File: config.mk
export PLATFORM = sky130hd
export DESIGN_NAME = instr_fetch_unit
export DESIGN_NICKNAME = d
export VERILOG_FILES = /design/src/rtl/rv_fetch_pkg.sv /design/src/rtl/fetch_buffer.sv /design/src/rtl/instr_fetch_unit.sv
export SDC_FILE = /design/constraint.sdc
export NUM_CORES = 1
export LEC_CHECK = 0
export BUFFER_PORTS_ARGS = -buffer_cell sky130_fd_sc_hd__buf_4
export CAP_MARGIN = 20
export CORE_MARGIN = 4
export CORE_UTILIZATION = 50
export CTS_CLUSTER_DIAMETER = 50
export DETAILED_ROUTE_END_ITERATION = 8
export GPL_ROUTABILITY_DRIVEN = 0
export PLACE_DENSITY = 0.76
export SLEW_MARGIN = 40
export SYNTH_ARGS = -nofsm -noshare
export SYNTH_HDL_FRONTEND = slang
export SYNTH_SLANG_ARGS = --single-unit
File: constraint.sdc
create_clock -name clk -period 4.3 [get_ports clk]
set_input_delay 0 -clock clk [delete_from_list [all_inputs] [get_ports clk]]
set_output_delay 0 -clock clk [all_outputs]
set_load 0.02 [all_outputs]
File: src/rtl/rv_fetch_pkg.sv
// Shared definitions for the instruction fetch slice.
//   fetch_state_t  : fetch FSM states (run, flush of stale responses, halt on bad target)
//   DefaultResetPc : default first fetch address after reset
//   fetch_entry_t  : prefetch buffer entry {instruction word, its address}
package rv_fetch_pkg;

    localparam logic [31:0] DefaultResetPc = 32'h0000_0000;

    typedef enum logic [1:0] {
        StRun,
        StFlush,
        StHalt
    } fetch_state_t;

    typedef struct packed {
        logic [31:0] data;
        logic [31:0] pc;
    } fetch_entry_t;

endpackage

File: src/rtl/fetch_buffer.sv
// Prefetch buffer: synchronous DEPTH-entry FIFO of {data, pc} entries.
// Ports:
//   clk, rst_n           : clock, asynchronous active-low reset
//   flush                : empty the buffer (takes priority over push/pop)
//   push, push_data/pc   : write an entry at the tail
//   pop                  : drop the head entry (ignored when empty)
//   head_data, head_pc   : head entry, combinational
//   full, empty, count   : occupancy status
// A push on a full buffer is accepted when a pop happens in the same cycle.
module fetch_buffer
    import rv_fetch_pkg::*;
#(
    parameter int unsigned DEPTH = 2
) (
    input  logic                   clk,
    input  logic                   rst_n,
    input  logic                   flush,
    input  logic                   push,
    input  logic [31:0]            push_data,
    input  logic [31:0]            push_pc,
    input  logic                   pop,
    output logic [31:0]            head_data,
    output logic [31:0]            head_pc,
    output logic                   full,
    output logic                   empty,
    output logic [$clog2(DEPTH):0] count
);

    localparam int unsigned AW = $clog2(DEPTH);
    localparam int unsigned CW = AW + 1;

    fetch_entry_t  mem_q [DEPTH];
    logic [AW-1:0] wr_ptr_q, rd_ptr_q;
    logic [CW-1:0] count_q, count_d;
    logic          do_push, do_pop;

    assign empty     = (count_q == '0);
    assign full      = (count_q == CW'(DEPTH));
    assign count     = count_q;
    assign do_pop    = pop && !empty;
    assign do_push   = push && (!full || do_pop);
    assign head_data = mem_q[rd_ptr_q].data;
    assign head_pc   = mem_q[rd_ptr_q].pc;

    always_comb begin
        count_d = count_q;
        if (do_push && !do_pop) begin
            count_d = count_q + CW'(1);
        end else if (do_pop && !do_push) begin
            count_d = count_q - CW'(1);
        end
    end

    always_ff @(posedge clk or negedge rst_n) begin
        if (!rst_n) begin
            wr_ptr_q <= '0;
            rd_ptr_q <= '0;
            count_q  <= '0;
        end else if (flush) begin
            wr_ptr_q <= '0;
            rd_ptr_q <= '0;
            count_q  <= '0;
        end else begin
            if (do_push) wr_ptr_q <= wr_ptr_q + AW'(1);
            if (do_pop)  rd_ptr_q <= rd_ptr_q + AW'(1);
            count_q <= count_d;
        end
    end

    // Storage needs no reset: contents are only visible when count is nonzero.
    always_ff @(posedge clk) begin
        if (do_push && !flush) begin
            mem_q[wr_ptr_q] <= '{data: push_data, pc: push_pc};
        end
    end

endmodule

File: src/rtl/instr_fetch_unit.sv
// Instruction fetch unit: issues in-order word fetches to instruction memory,
// queues returned words in a prefetch buffer and presents them to control_unit.
// Ports:
//   clk, rst_n                      : clock, asynchronous active-low reset
//   imem_req/addr, imem_gnt         : fetch request channel
//   imem_rvalid, imem_rdata         : in-order response channel
//   ins, ins_pc, iready, ins_take   : head instruction to the consumer
//   pcsel, redirect_pc              : redirect from control_unit
//   fetch_misalign                  : sticky misaligned-redirect flag
// Build option: define FETCH_ALIGN_CHECK_EN to trap misaligned redirect targets
// (set fetch_misalign and halt until an aligned redirect). Without it, the low two
// target bits are ignored and fetch_misalign is tied low.
module instr_fetch_unit
    import rv_fetch_pkg::*;
#(
    parameter logic [31:0] RESET_PC = DefaultResetPc,
    parameter int unsigned DEPTH    = 2
) (
    input  logic        clk,
    input  logic        rst_n,
    output logic        imem_req,
    output logic [31:0] imem_addr,
    input  logic        imem_gnt,
    input  logic        imem_rvalid,
    input  logic [31:0] imem_rdata,
    output logic [31:0] ins,
    output logic [31:0] ins_pc,
    output logic        iready,
    input  logic        ins_take,
    input  logic        pcsel,
    input  logic [31:0] redirect_pc,
    output logic        fetch_misalign
);

    localparam int unsigned CW = $clog2(DEPTH) + 1;

    fetch_state_t  state_q, state_d;
    logic [31:0]   addr_q, addr_d;
    logic [31:0]   rsp_pc_q, rsp_pc_d;
    logic [CW-1:0] outs_q, outs_d;
    logic [CW-1:0] disc_q, disc_d;
    logic [CW-1:0] buf_count;
    logic [CW:0]   occ_sum;
    logic          buf_full, buf_empty;
    logic [31:0]   head_data, head_pc;
    logic [31:0]   target;
    logic          target_bad;
    logic          pop, gnt_fire, rsp_fire, rsp_drop, push;

    assign target = {redirect_pc[31:2], 2'b00};

`ifdef FETCH_ALIGN_CHECK_EN
    assign target_bad = |redirect_pc[1:0];
`else
    logic unused_redirect_lsb;
    assign unused_redirect_lsb = ^redirect_pc[1:0];
    assign target_bad          = 1'b0;
`endif

    assign iready = !buf_empty;
    assign ins    = iready ? head_data : '0;
    assign ins_pc = iready ? head_pc : '0;
    assign pop    = ins_take && iready && !pcsel;

    // Credit counts the slot freed by a same-cycle pop so a consuming pipeline
    // streams back to back. Once raised, the credit can only grow until granted,
    // so the request stays up with a stable address.
    assign occ_sum   = {1'b0, buf_count} + {1'b0, outs_q} - {{CW{1'b0}}, pop};
    assign imem_req  = rst_n && (state_q != StHalt) && (occ_sum < (CW + 1)'(DEPTH));
    assign imem_addr = addr_q;

    assign gnt_fire = imem_req && imem_gnt;
    // A response with nothing outstanding is a stray (e.g. from before reset).
    assign rsp_fire = imem_rvalid && (outs_q != '0);
    assign rsp_drop = rsp_fire && ((disc_q != '0) || pcsel || (state_q == StHalt));
    assign push     = rsp_fire && !rsp_drop && (!buf_full || pop);

    always_comb begin
        state_d  = state_q;
        addr_d   = addr_q;
        rsp_pc_d = rsp_pc_q;
        disc_d   = disc_q;
        outs_d   = outs_q + {{(CW - 1){1'b0}}, gnt_fire} - {{(CW - 1){1'b0}}, rsp_fire};

        if (gnt_fire) addr_d = addr_q + 32'd4;
        // Kept responses are contiguous from the last redirect target.
        if (push) rsp_pc_d = rsp_pc_q + 32'd4;
        if (rsp_fire && (disc_q != '0)) disc_d = disc_q - CW'(1);

        case (state_q)
            StFlush: if (disc_d == '0) state_d = StRun;
            default: begin
            end
        endcase

        if (pcsel) begin
            addr_d   = target;
            rsp_pc_d = target;
            // Everything still in flight, including this cycle's grant, is stale.
            disc_d   = outs_d;
            if (target_bad) begin
                state_d = StHalt;
            end else if (outs_d != '0) begin
                state_d = StFlush;
            end else begin
                state_d = StRun;
            end
        end
    end

    always_ff @(posedge clk or negedge rst_n) begin
        if (!rst_n) begin
            state_q  <= StRun;
            addr_q   <= RESET_PC;
            rsp_pc_q <= RESET_PC;
            outs_q   <= '0;
            disc_q   <= '0;
        end else begin
            state_q  <= state_d;
            addr_q   <= addr_d;
            rsp_pc_q <= rsp_pc_d;
            outs_q   <= outs_d;
            disc_q   <= disc_d;
        end
    end

`ifdef FETCH_ALIGN_CHECK_EN
    logic misalign_q;

    always_ff @(posedge clk or negedge rst_n) begin
        if (!rst_n) begin
            misalign_q <= 1'b0;
        end else if (pcsel && target_bad) begin
            misalign_q <= 1'b1;
        end
    end

    assign fetch_misalign = misalign_q;
`else
    assign fetch_misalign = 1'b0;
`endif

    fetch_buffer #(
        .DEPTH (DEPTH)
    ) u_buffer (
        .clk       (clk),
        .rst_n     (rst_n),
        .flush     (pcsel),
        .push      (push),
        .push_data (imem_rdata),
        .push_pc   (rsp_pc_q),
        .pop       (pop),
        .head_data (head_data),
        .head_pc   (head_pc),
        .full      (buf_full),
        .empty     (buf_empty),
        .count     (buf_count)
    );

endmodule

==> results of run 1 <==
==> cells by family after synthesis <==
| group | share of synthesized area |
|---|---|
| XOR/XNOR | 0.0383 |
| other | 0.000433 |
| adder cells (fa/ha/maj) | 0.0124 |
| multiplexers | 0.0811 |
| AND/OR/NAND/NOR | 0.151 |
| buffers and inverters | 0.0234 |
| flip-flops | 0.627 |
| AO/OA/AOI/OAI | 0.0668 |
==> timing repair <==
action | CTS | global route
hold buffers | 65 | 0
gates resized for setup | 0 | 0
hold endpoints to repair | 195 | 0
==> synth_stat cells (11+ instances only) <==
cell        n
xor2_1     27
o21ai_0    33
o21ai_1    13
nand3_1    41
o211ai_1   12
dfrtp_1    68
edfxtp_1  124
inv_1      11
nand4_1    21
nand2_1    58
mux2i_1    69
clkbuf_1   16
nor2_1     89
==> cells in the final DEF, fill, tap and decap left out, types with 3 or more instances in the layout <==
cell,synthesis,routed
edfxtp_1,124,124
nor4_4,5,5
a31oi_1,5,5
clkinvlp_4,0,4
nand3_1,41,41
clkinv_2,0,3
clkinv_1,1,3
mux2i_1,69,69
nor2_1,89,87
conb_1,1,5
and3_1,9,9
o211a_1,3,3
o311ai_0,7,7
xor2_1,27,27
and2_1,7,6
xnor2_1,9,9
inv_1,11,11
a21oi_1,9,9
o211ai_1,12,12
dlygate4sd3_1,0,65
dfrtp_1,68,67
o21ai_0,33,33
ha_1,7,7
buf_12,0,3
clkinv_4,0,4
nand2_1,58,58
clkbuf_16,0,17
o21ai_1,13,13
and2_0,4,4
buf_4,5,166
nand4_1,21,21
==> flip-flops by register name, indices dropped and copies added (netlist names) <==
name / count
u_buffer.wr_ptr_q: 1
u_buffer.mem_q: 124
u_buffer.count: 2
u_buffer.rd_ptr_q: 1
outs_q: 2
disc_q: 2
rsp_pc_q: 30
imem_addr: 30
==> layer usage <==
metal | vias to the layer above | share of wire | GRT usage
li1 | 3002 | - | -
met1 | 3022 | 0.45 | 0.290
met2 | 256 | 0.47 | 0.319
met3 | 16 | 0.067 | 0.0439
met4 | 0 | 0.013 | 0.0637
met5 | - | 0 | 0
==> worst register-to-register path: cells and delay by family, from the launching register on <==
family / cells / cell delay (ns)
simple gates: 7 / 1.25
flops: 1 / 0.44
xor+xnor: 2 / 0.32
fa+ha+maj: 4 / 1.25
buf+inv: 3 / 0.19
compound gates: 1 / 0.09
==> report_power, final <==
| part | total [W] | internal [W] | switching (W) |
|---|---|---|---|
| clock | 0.00144 | 0.000790 | 0.000647 |
| combinational | 0.000974 | 0.000413 | 0.000560 |
| sequential | 0.00236 | 0.00218 | 0.000174 |
| total | 0.00477 | 0.00338 | 0.00138 |
==> area by class of cell <==
| type | count | area (um^2) |
|---|---|---|
| Fill cell | 1220 | 5430 |
| Sequential cell | 192 | 5430 |
| Multi-Input combinational cell | 469 | 3060 |
| Timing Repair Buffer | 235 | 1970 |
| Clock buffer | 17 | 425 |
| Tap cell | 220 | 275 |
| Clock inverter | 15 | 123 |
| Inverter | 13 | 48.8 |
==> worst max path at each step <==
stage                                                 end  slack (ns)  cells after the start
final                               disc_q[1]$_DFFE_PN0P_        0.69                     17
after global routing                disc_q[1]$_DFFE_PN0P_        0.42                     17
after CTS                           disc_q[1]$_DFFE_PN0P_        0.70                     17
after detailed placement            disc_q[1]$_DFFE_PN0P_        0.71                     17
after global placement              disc_q[1]$_DFFE_PN0P_        0.80                     17
after floorplan           u_buffer.mem_q[0][10]$_DFFE_PP_        0.06                      6
==> metrics by stage <==
step,instance area [um^2],instances,hold WS [ns],utilization
after CTS,11300,1160,0.205,0.674
after global placement,10100,1061,-0.165,0.601
after floorplan,8670,707,-0.296,-
after detailed placement,10100,1063,-0.166,0.603
after global routing,11300,1161,0.256,0.676
final,11300,1161,0.211,0.676
==> impl.org, run 1 <==
** Outcome
- The run finished with clean final reports.

** Place
- Before CTS, the worst setup slack after placement is 0.713 ns.
- Input and output buffers added on the ports amount to 161.
- Hpwl dp :: 13,000 um

** STA
- Setup repair after global routing left no endpoint under its margin.
- Max_slew headroom :: 0.468
- Final number of hold-violating endpoints :: 0
- The max-slew violation total from the final report came to 0.
- In the finished design, the share of the clock period the worst path needs comes to 0.838.
- Tmin final :: 3.61 ns
- At the pin with the least slew margin, the transition time is 0.799 ns.
- Post-Route Skew :: 0.0109 ns
- After routing, the total negative slack on setup checks comes to 0 ns.
- Number of failing setup endpoints in the final timing report :: 0
- Final setup margin :: 0.695 ns
- For this run, the top clock speed supported by timing is 277 MHz.

** Route
- After the first detailed-routing iteration, the DRC count stood at 449.
- The first detailed-routing pass took 6 iterations.
- Via count :: 6,296
- Final antenna-violating net count :: 0
- Total length of routed wires :: 20,100 um
- In the routed design, unresolved DRC markers number 0.
- WL/cell :: 17.3 um
- Vias per cell :: 5.42

** Yosys
- Synthesis instantiated 58 different standard cells from the library.
- Counting every instance in the synthesized netlist gives 703.
- A synthesized cell averages 12.3 um^2.
- The synthesized netlist occupies a cell area of 8650 um^2.
- For this run, the leading register cell type out of synthesis is edfxtp_1.
- Library cell occupying the most area in the post-synthesis netlist :: edfxtp_1
- Warning count from the yosys run :: 0
- Proportion of synthesized flip-flops having asynchronous set or reset :: 0.354
- Ranked by total cell area, the synthesized netlist is headed by edfxtp_1, dfrtp_1, mux2i_1.
- Of the post-synthesis cell area, the dominant cell type holds 0.430.
- Number of flops mapped to enable cells by yosys :: 124
- Of the synthesized area, sequential elements account for 0.627.
- Post-synthesis sequential element count :: 192

** Clocking
- The H-tree generated during clock tree synthesis spans 4 levels.
- Clock buffer count from CTS :: 17
- Setup bufs post-CTS :: 0
- The root buffer cell chosen for the clock tree is clkbuf_16.
- TritonCTS built the clock tree.
- The clock passes through at most 2 buffers.
- Clock-pin slew of the registers on the worst-case setup and hold paths :: 0.07 ns
- The clock reaches the later pin of the worst-skew pair after 0.42 ns.
- Number of clock sinks :: 192

** Pwr
- Summing internal, switching and leakage power gives 0.00477 W.
- In this run the power density over the cells is 421 nW/um^2.
- The analysis attributes to cell leakage a power of 4.38 nW.
- Worst-case vdd ir drop :: 319 uV

** Hold path
- Worst Hold End :: u_buffer.rd_ptr_q$_DFFE_PN0P_
- Along the worst hold path, the cell count comes to 3.
- The worst hold path begins at pcsel.
- Worst min-delay path class :: in2reg

** Worst setup path
- The number of buffers and inverters on the critical path is 3.
- In this run the worst path has a maximum fanout of 5.
- Library cell contributing the largest single delay on the critical path :: fa_1
- In this run the register-to-register setup slack is 0.69 ns.
- On the critical path the largest part of the delay comes from simple AND/OR/NAND/NOR gates.
- The worst register-to-register path begins at u_buffer.count[0]$_DFFE_PN0P_.
- Traced cell by cell, the critical path runs through nor2_4 -> inv_1 -> nand2_1 -> nor2_1 -> ha_1 -> nand2b_1 -> fa_1 -> nand3_1 -> nor2_1 -> inv_2 -> ha_1 -> inv_1 -> ha_1 -> xnor2_1 -> xnor2_1 -> nand2_1 -> o21ai_0.
- Capturing point of the worst reg2reg path :: disc_q[1]$_DFFE_PN0P_
- The worst setup path is launched from a register.
- The most critical setup path has its startpoint at u_buffer.count[0]$_DFFE_PN0P_.
- In this design, the stage delay of the slowest critical-path cell is 0.53 ns.
- WS Path Type :: reg2reg
- STA classifies the critical path endpoint as a register.
- Data arrival, critical path :: 3.95 ns
- For the worst setup path, the data required time is 4.65 ns.
- Counting cells, the worst reg-to-reg path comes to 17.
- Most common cell type on the critical path :: ha_1

** Floorplan
- The initialized floorplan defines 47 standard-cell rows.
- From left edge to right edge, the die measures 140 um.
- Starting density of the core :: 0.516
- IO Count :: 169
- Floorplan die height :: 140 um
- Floorplan core area :: 16,800 um^2
- Die footprint :: 19,500 um^2

** Global routing
- Antenna violations before repair :: 0
- The first global-routing pass estimated 31,700 um of wire.
- Global router's overall resource usage :: 0.204
- GRT overflow :: 0
- The number of global-route vias before repair came to 6,105.
- Entering global routing, the biggest net connects 71 pins.

** Finish
- Of the cells placed in the final design, the portion with a size suffix greater than 1 is 0.233.
- The net count of the finished layout is 1,006.
- 0 antenna diodes ended up in the layout.
- The area growth from synthesis to layout is 30.9%.

** Job
- The tool flagged a number of max-cap violations equal to 0.
Power figures use the tool's default switching activity.
==> run 2, diff against run 1 <==
- clock period: 4.3 -> 3.25 ns (I/O delays scaled with it)
==> impl.org, run 2 (same netlist as run 1, synthesis figures left out) <==
** Global routing
- Pin count of the biggest net entering global routing :: 71
- After global routing the overflow that remains totals 0.
- Antenna violations before repair :: 0
- The first global-routing pass estimated 32,300 um of wire.
- In the global route stage, overall resource usage came out at 0.207.
- The number of global-route vias before repair is 6,226.

** STA
- Tmin final :: 3.15 ns
- RSZ-0062 raised after global routing :: yes
- Final hold analysis gives a worst-case slack of 0.164 ns.
- Number of failing setup endpoints in the final timing report :: 0
- On the final layout, the worst clock skew is 0.00819 ns.
- Final number of hold-violating endpoints :: 0
- Max_slew headroom :: 0.500
- Share of the clock period used by the worst path after layout :: 0.969
- The max-slew violation total from the final report was 0.
- At the pin with the least slew margin, the transition time is 0.750 ns.
- Derived from the worst setup path, the maximum achievable clock frequency is 318 MHz.

** Floorplan
- Number of placement rows :: 47
- 169 I/O pins were placed.
- The core region is 16,800 um^2.
- The die covers 19,500 um^2.
- From bottom edge to top edge, the die measures 140 um.
- The die is 140 um wide.
- The initial utilization of the core area, before any placement, comes to 0.516.

** Worst setup path
- Walking the worst path, the cells encountered are nor2_4 -> inv_1 -> nand2_1 -> nor2_1 -> ha_1 -> nand2b_1 -> fa_2 -> nand3_4 -> buf_4 -> nor3b_1 -> nand3_1 -> or3_1 -> a31oi_1.
- Worst Path Max Fanout :: 5
- Kind of capture point of the worst setup path :: register
- WS Path Type :: reg2reg
- The worst setup path is launched from a register.
- For this design, the slowest cell found on the critical path is fa_2.
- Data arrival, critical path :: 3.50 ns
- For this run, the slowest stage of the critical path takes 0.57 ns.
- STA puts the critical path data required time at 3.60 ns.

** Route
- Number of iterations in the first detailed-routing pass :: 5
- The detailed router placed 6,352 vias in this run.
- After detailed routing, the number of remaining DRC violations is 0.
- Vias per cell :: 5.45
- Total length of routed wires :: 20,100 um
- The first routing iteration left 429 violations.
- The count of nets left with antenna violations once routing finished came out at 0.
- Dividing the detail-routed wire length by the instance count gives 17.2 um.

** Pwr
- The share of total power dissipated in combinational logic is 0.209.
- Of the total power, the share spent switching nets is 0.292.
- Of the total power, registers draw 0.491.
- Cell internal power was estimated by the tool at 0.00451 W.
- For this design the total switching power over the nets is 0.00186 W.
- Total leakage power :: 4.39 nW
- The share of total power dissipated in the clock network is 0.299.
- Areal power density over the cells :: 559 nW/um^2
- Worst-case vdd ir drop :: 383 uV

** Clocking
- The clock tree synthesis step divided the H-tree into 4 levels.
- Counting the buffers created by CTS gives 17.
- Clock latency on the worst-skew pair, taken at its later pin, is 0.42 ns.
- CTS saw 192 sinks.
- Bufs on Longest Clock Path :: 2
- After clock tree synthesis, the clock-pin slew on the worst setup and hold paths is 0.07 ns.
- TritonCTS built the clock tree.
- The tree is rooted in a clkbuf_16.

** Finish
- Non-filler cells, final :: 1,166
- The top cell types in the final layout, fill and taps aside, are buf_4, edfxtp_1, nor2_1.
- In the final layout, the multi-input gates occupy 3100 um^2.
- The filler cells instantiated in the layout total 1,217.
- The register with the most flip-flops in the layout has 124 of them.
- Area of all placed cells without fillers :: 11,400 um^2
- P&R area growth vs syn :: 31.6%
- Share of layout cells above drive strength 1 :: 0.242
- Register bank with the most flops :: u_buffer.mem_q
- The repair_antennas step left the layout with diodes totalling 0.
- The final layout contains 1,011 nets.
- The sequential cells in the finished layout cover a total of 5430 um^2.
- Leaving out fill and tap cells, the most frequent cell in the layout is buf_4.

** Place
- Cell count after placement :: 1,068
- Port Buffer Count :: 161
- Summed over all nets, the half-perimeter wirelength after detailed placement is 13,400 um.
- Placed instance area :: 10,200 um^2

** Outcome
- The run finished with clean final reports.

** Job
- Count of maximum capacitance violations :: 0

** Hold path
- Worst min-delay path class :: in2reg
==> run 2: cell types whose count changed in the layout (fill, tap and decap cells not counted), sizes merged <==
cell      previous run  this run
clkinvlp             5         8
clkinv              10         7
buf                170       175
==> run 2: layout make-up <==
cell class,count,share of cell area
inverter,13,0.00428
sequential,192,0.477
tap,220,0.0242
clock inverter,15,0.0108
clock buffer,17,0.0373
multi-input combinational,469,0.272
timing repair buffer,240,0.175
==> run 2: layer usage <==
metal,track usage,part of all wire,routed length (um)
met4,0.0586,0.016,328
met1,0.294,0.45,9070
met5,0,0,0
met3,0.0456,0.070,1410
met2,0.326,0.46,9290
==> run 2: what timing repair did <==
item | CTS | global route
hold buffers | 65 | 0
endpoints found under the hold margin | 195 | 0
endpoints found under the setup margin | 0 | 4
buffers inserted | 0 | 1
gates resized for setup | 0 | 3
==> run 2: final timing paths <==
path                                                from                         endpoint  slack, ns  cells after the start
max                        u_buffer.count[0]$_DFFE_PN0P_        imem_addr[31]$_DFFE_PN0P_       0.10                     13
min                                             imem_gnt         imem_addr[6]$_DFFE_PN0P_       0.16                      7
max reg2reg                u_buffer.count[0]$_DFFE_PN0P_        imem_addr[31]$_DFFE_PN0P_       0.10                     13
min reg2reg                     rsp_pc_q[31]$_DFFE_PN0N_  u_buffer.mem_q[1][31]$_DFFE_PP_       0.50                      0
max in group asynchronous                          rst_n         rsp_pc_q[27]$_DFFE_PN0N_       2.08                      3
min in group asynchronous                          rst_n         imem_addr[5]$_DFFE_PN0P_       0.34                      3
==> run 2: critical path, delay by kind of cell (launching register included) <==
kind	cells	cell delay, ns
compound gates	1	0.16
fa+ha+maj	2	0.83
buf+inv	2	0.23
flops	1	0.44
simple gates	8	1.43
==> run 2: through the flow <==
step | power, W | util | TNS (ns) | worst slack (ns)
2_1_floorplan | 0.00395 | - | 0 | 0.0149
5_1_grt | 0.00669 | 0.680 | -0.104 | -0.0527
3_5_place_dp | 0.00443 | 0.607 | 0 | 0.0472
4_1_cts | 0.00640 | 0.679 | 0 | 0.0488
6_report | 0.00637 | 0.680 | 0 | 0.101
3_3_place_gp | 0.00438 | 0.607 | 0 | 0.146
==> run 2: power by group through the flow <==
| stage | registers (W) | clock network (W) | logic (W) |
|---|---|---|---|
| 6_report | 0.00313 | 0.00191 | 0.00133 |
| 5_1_grt | 0.00316 | 0.00207 | 0.00147 |
| 4_1_cts | 0.00312 | 0.00195 | 0.00132 |
| 3_5_place_dp | 0.00317 | 0 | 0.00126 |
| 3_3_place_gp | 0.00316 | 0 | 0.00123 |
| 2_1_floorplan | 0.00314 | 0 | 0.000809 |
